`src/rtl/game_state_ctrl.sv`:
```
// rtl/game_state_ctrl.sv - frame-synchronous game display state, lives and score sequencer
module game_state_ctrl #(
    parameter int HIT_FRAMES  = 30,
    parameter int FAIL_FRAMES = 60,
    parameter int LIVES       = 3,
    parameter int WIN_SCORE   = 10
) (
    input  logic       clock,
    input  logic       reset,
    input  logic       vs,
    input  logic       hit_evt,
    input  logic       miss_evt,
    input  logic       start,
    output logic [1:0] state,
    output logic [2:0] lives,
    output logic [7:0] score,
    output logic       win,
    output logic       frame_tick
);

    typedef enum logic [1:0] {
        S_RUN  = 2'd0,
        S_HIT  = 2'd1,
        S_FAIL = 2'd2,
        S_END  = 2'd3
    } state_t;

    localparam logic [2:0] LIVES_INIT = 3'(LIVES);
    localparam logic [7:0] HIT_LOAD   = 8'(HIT_FRAMES - 1);
    localparam logic [7:0] FAIL_LOAD  = 8'(FAIL_FRAMES - 1);
    localparam logic [7:0] WIN_SC     = 8'(WIN_SCORE);

    state_t     cur_q, nxt;
    logic [2:0] lives_q, lives_d;
    logic [7:0] score_q, score_d, score_inc;
    logic       win_q, win_d;
    logic [7:0] cnt_q, cnt_d;

    logic vs_s1, vs_s2, vs_d;
    logic pend_hit, pend_miss, pend_start;
    logic eff_hit, eff_miss, eff_start;
    logic in_run;

    assign in_run = (cur_q == S_RUN);

    // Synchronisers reset high so releasing reset never looks like a vs fall.
    always_ff @(posedge clock or negedge reset) begin
        if (!reset) begin
            vs_s1      <= 1'b1;
            vs_s2      <= 1'b1;
            vs_d       <= 1'b1;
            frame_tick <= 1'b0;
        end else begin
            vs_s1      <= vs;
            vs_s2      <= vs_s1;
            vs_d       <= vs_s2;
            frame_tick <= vs_d & ~vs_s2;
        end
    end

    always_ff @(posedge clock or negedge reset) begin
        if (!reset) begin
            pend_hit   <= 1'b0;
            pend_miss  <= 1'b0;
            pend_start <= 1'b0;
        end else if (frame_tick) begin
            pend_hit   <= 1'b0;
            pend_miss  <= 1'b0;
            pend_start <= 1'b0;
        end else begin
            pend_hit   <= pend_hit | (hit_evt & in_run);
            pend_miss  <= pend_miss | (miss_evt & in_run);
            pend_start <= pend_start | start;
        end
    end

    // A pulse landing on the tick cycle itself still counts for that tick.
    assign eff_hit   = pend_hit | (hit_evt & in_run);
    assign eff_miss  = pend_miss | (miss_evt & in_run);
    assign eff_start = pend_start | start;

    assign score_inc = (score_q == 8'hff) ? 8'hff : score_q + 8'd1;

    always_comb begin
        nxt     = cur_q;
        lives_d = lives_q;
        score_d = score_q;
        win_d   = win_q;
        cnt_d   = cnt_q;
        if (frame_tick) begin
            if (eff_start) begin
                nxt     = S_RUN;
                lives_d = LIVES_INIT;
                score_d = 8'd0;
                win_d   = 1'b0;
                cnt_d   = 8'd0;
            end else begin
                case (cur_q)
                    S_RUN: begin
                        if (eff_miss) begin
                            if (lives_q <= 3'd1) begin
                                lives_d = 3'd0;
                                win_d   = 1'b0;
                                nxt     = S_END;
                            end else begin
                                lives_d = lives_q - 3'd1;
                                cnt_d   = FAIL_LOAD;
                                nxt     = S_FAIL;
                            end
                        end else if (eff_hit) begin
                            score_d = score_inc;
                            if (score_inc == WIN_SC) begin
                                win_d = 1'b1;
                                nxt   = S_END;
                            end else begin
                                cnt_d = HIT_LOAD;
                                nxt   = S_HIT;
                            end
                        end
                    end
                    S_HIT, S_FAIL: begin
                        if (cnt_q == 8'd0) nxt = S_RUN;
                        else cnt_d = cnt_q - 8'd1;
                    end
                    default: ;
                endcase
            end
        end
    end

    always_ff @(posedge clock or negedge reset) begin
        if (!reset) begin
            cur_q   <= S_RUN;
            lives_q <= LIVES_INIT;
            score_q <= 8'd0;
            win_q   <= 1'b0;
            cnt_q   <= 8'd0;
        end else begin
            cur_q   <= nxt;
            lives_q <= lives_d;
            score_q <= score_d;
            win_q   <= win_d;
            cnt_q   <= cnt_d;
        end
    end

    assign state = cur_q;
    assign lives = lives_q;
    assign score = score_q;
    assign win   = win_q;

endmodule

```
`config.mk`:
```
export PLATFORM = sky130hd
export DESIGN_NAME = game_state_ctrl
export DESIGN_NICKNAME = d
export VERILOG_FILES = /design/src/rtl/game_state_ctrl.sv
export SDC_FILE = /design/constraint.sdc
export NUM_CORES = 1
export LEC_CHECK = 0
export CORE_MARGIN = 4
export CORE_UTILIZATION = 35
export DETAILED_ROUTE_END_ITERATION = 8
export PLACE_DENSITY_LB_ADDON = 0.2
export SYNTH_ARGS = -nofsm -noshare
export SYNTH_HDL_FRONTEND = slang
export SYNTH_SLANG_ARGS = --single-unit
```
`constraint.sdc`:
```
create_clock -name clock -period 6 [get_ports clock]
set_input_delay 0.6 -clock clock [delete_from_list [all_inputs] [get_ports clock]]
set_output_delay 0.6 -clock clock [all_outputs]
set_load 0.005 [all_outputs]
```
==> results.toml <==
[status]
status = "finished clean"

[clock_tree]
numCtsBuffers = 5
cts_max_level = 2
tritoncts = "yes"
cts.sinks = 29
clkSlewWorstSetupHoldPaths_ns = 0.07
clock_path_buffers = 2
cts_setup_buffers = 0
cts_hold_buf = 0
cts_resized = 0
clk_latency_ns = 0.28
cts_root_buffer = "clkbuf_8"

[global_routing]
grt_max_degree = 30
grt_use_total_pct = 14.8
overflow = 0
antenna_found_initial = 0
grt_pass1_wl_mm = 7.58
first_global_vias = 1615

[power_and_ir_drop]
power.leakage_nw = 0.886
cellPowerDensity_nw_per_um2 = 255
vdd_ir_drop_max_v = 0.000130

[sta]
fin_skew_ns = 0.0104
setup_viol = 0
fmax_mhz = 365
timing.final.crit_share_pct = 45.7
rsz0062_at_grt = "no"
hold_violations = 0
finalSetupTns_ns = 0
relSlewSlack_pct = 58.5
maxSlewViolCount = 0
period_minus_slack_ns = 2.74
worst-slew-pin-transition_ns = 0.616

[floorplanning]
start_util_pct = 36.3
die_h_um = 81.0
rows = 26
coreArea_um2 = 5140
die_x_um = 81.0
die_area_um2 = 6570
ios = 21

[setup_path]
rrSetupSlack_ns = 3.26
path_common_cell = "a41o_1"
slowest_stage = "ha_1"
r2r-end = "cnt_q[3]$_DFFE_PN0P_"
cp_max_fo = 18
slowest_delay_ns = 0.58
timing.rr.start = "state[1]$_DFFE_PN0P_"
worstPathArrival_ns = 2.91
worstPathCellList = "inv_1, ha_1, o41ai_1, a41o_1, a41o_1, a31o_2, or4_1, and3_1"
start_kind = "flop"
path_buf_inv = 1
end_kind = "flop"
required_ns = 6.17
critical_path_class = "flop to flop"
cpLargestDelayFamily = "compound AO/OA/AOI/OAI gates"
reg2reg_depth = 8

[placed_design]
gp_congestion = 0.832
numPortBuffers = 20
hpwl_mm = 2.99

[synth]
synth_compound_area_share_pct = 24.1
synth-xor-area-share_pct = 0.938
netlist_area_um2 = 1870
synth-seq-area-share_pct = 39.2
synth_edf_count = 0
syn-num-nets = 228
synth_top_family_by_area = "compound AO/OA/AOI/OAI gates"
ys_warn_count = 0
ys_types = 50
ys_seq_elements = 29
synth_simple_gate_area_share_pct = 23.4
synthFlopType = "dfrtp_1"
netlist_instances = 215
muxShareOfSynthArea_pct = 0.603
synthArstFlopShare_pct = 100
syn_avg_cell_area_um2 = 8.68
synth.largest_area_cell = "dfrtp_1"
synth_area_leaders = "dfrtp_1 32%, dfstp_2 7.0%, a21oi_1 6.4%"
synth_fa_ha_area_share_pct = 4.69
synth_top_area_share_pct = 32.2

[hold_path]
worstHoldStart = "vs_s1$_DFF_PN1_"
hold_path_class = "flop to flop"
hold_end = "vs_s2$_DFF_PN1_"
hold_depth = 0

[route]
viasPerCell = 5.37
drt_wl_total_mm = 4.30
drtIter0Drc = 84
drt_pass1_iterations = 4
vias = 1615
ant_nets = 0
drc_errors = 0
post_drt_wl_per_cell_um = 14.3

[finish]
layout_common_cells = "24 x a21oi_1, 24 x dfrtp_1, 21 x nand2_1, 20 x clkdlybuf4s50_1"
syn_to_final_growth_pct = 16.2
finalNetCount = 243
fill_cells = 574
insertedDiodeCount = 0
drive_gt1_share_pct = 10.8
postLayoutCoreUtil_pct = 42.2

[job]
maxCapViolCount = 0
[area by class of cell]
type	count	area (µm²)	area share, %
sequential	29	732	33.8
inverter	11	41.3	1.90
tap	70	87.6	4.04
timing repair buffer	22	215	9.92
clock buffer	8	90.1	4.15
multi-input combinational	161	1000	46.2
[worst max path at each step]
stage	start	end	slack, ns	cells past startpoint
2_1_floorplan	state[0]$_DFFE_PN0P_	cnt_q[3]$_DFFE_PN0P_	3.73	9
6_report	state[1]$_DFFE_PN0P_	cnt_q[3]$_DFFE_PN0P_	3.26	8
4_1_cts	state[1]$_DFFE_PN0P_	cnt_q[3]$_DFFE_PN0P_	3.24	8
5_1_grt	state[1]$_DFFE_PN0P_	cnt_q[3]$_DFFE_PN0P_	3.10	8
3_5_place_dp	start	cnt_q[3]$_DFFE_PN0P_	3.08	8
3_3_place_gp	start	cnt_q[3]$_DFFE_PN0P_	3.12	8
[kinds of logic after synthesis]
group           after synthesis
compound gates               68
xor+xnor                      2
buf+inv                      25
mux                           1
fa+ha+maj                     7
flops                        29
simple gates                 83
[report_power, final]
| part | leakage [nW] | internal, W | switching (W) |
|---|---|---|---|
| Sequential | 0.370 | 0.000219 | 0.0000234 |
| Combinational | 0.470 | 0.0000598 | 0.0000822 |
| Clock | 0.0455 | 0.0000934 | 0.0000747 |
[flip-flops by register name, summed over array words and instances (netlist names)]
| name | cells |
|---|---|
| cnt_q | 8 |
| score | 8 |
| lives | 3 |
| state | 2 |
| frame_tick | 1 |
| pend_hit | 1 |
| pend_miss | 1 |
| pend_start | 1 |
| vs_d | 1 |
| vs_s1 | 1 |
| vs_s2 | 1 |
| win | 1 |
[cell usage after synthesis, types with 2 or more instances]
library cell and number:
o21ai_0 19, nand4b_1 2, o31ai_1 2, buf_2 3, nand4_1 5, a31oi_1 2
a21oi_1 24, or4_1 2, a21o_1 4, xnor2_1 2, or3_1 7, buf_6 3
a41o_1 2, o211ai_1 2, nor2_1 19, nor3_1 5, ha_1 7, and2_1 2
dfstp_2 5, or2_2 2, dfrtp_1 24, clkbuf_1 4, and3_1 3, buf_4 3
nand3_1 6, o41ai_1 2, inv_1 11, nand2_1 21
[stage by stage]
step	total power [W]	area (µm²)	setup slack, ns	hold WS [ns]	cells
floorplan	0.000342	1870	3.73	0.304	215
global placement	0.000387	2080	3.12	0.346	293
detailed placement	0.000388	2080	3.08	0.349	293
CTS	0.000558	2170	3.24	0.358	301
global route	0.000589	2170	3.10	0.360	301
finish	0.000552	2170	3.26	0.356	301
[routing by layer]
metal / wire (µm) / track usage (%)
met2: 2010 / 24.1
met3: 146 / 3.66
met4: 57 / 5.07
met1: 2090 / 19.2
met5: 0 / 0
(Power assumes the default switching activity.)
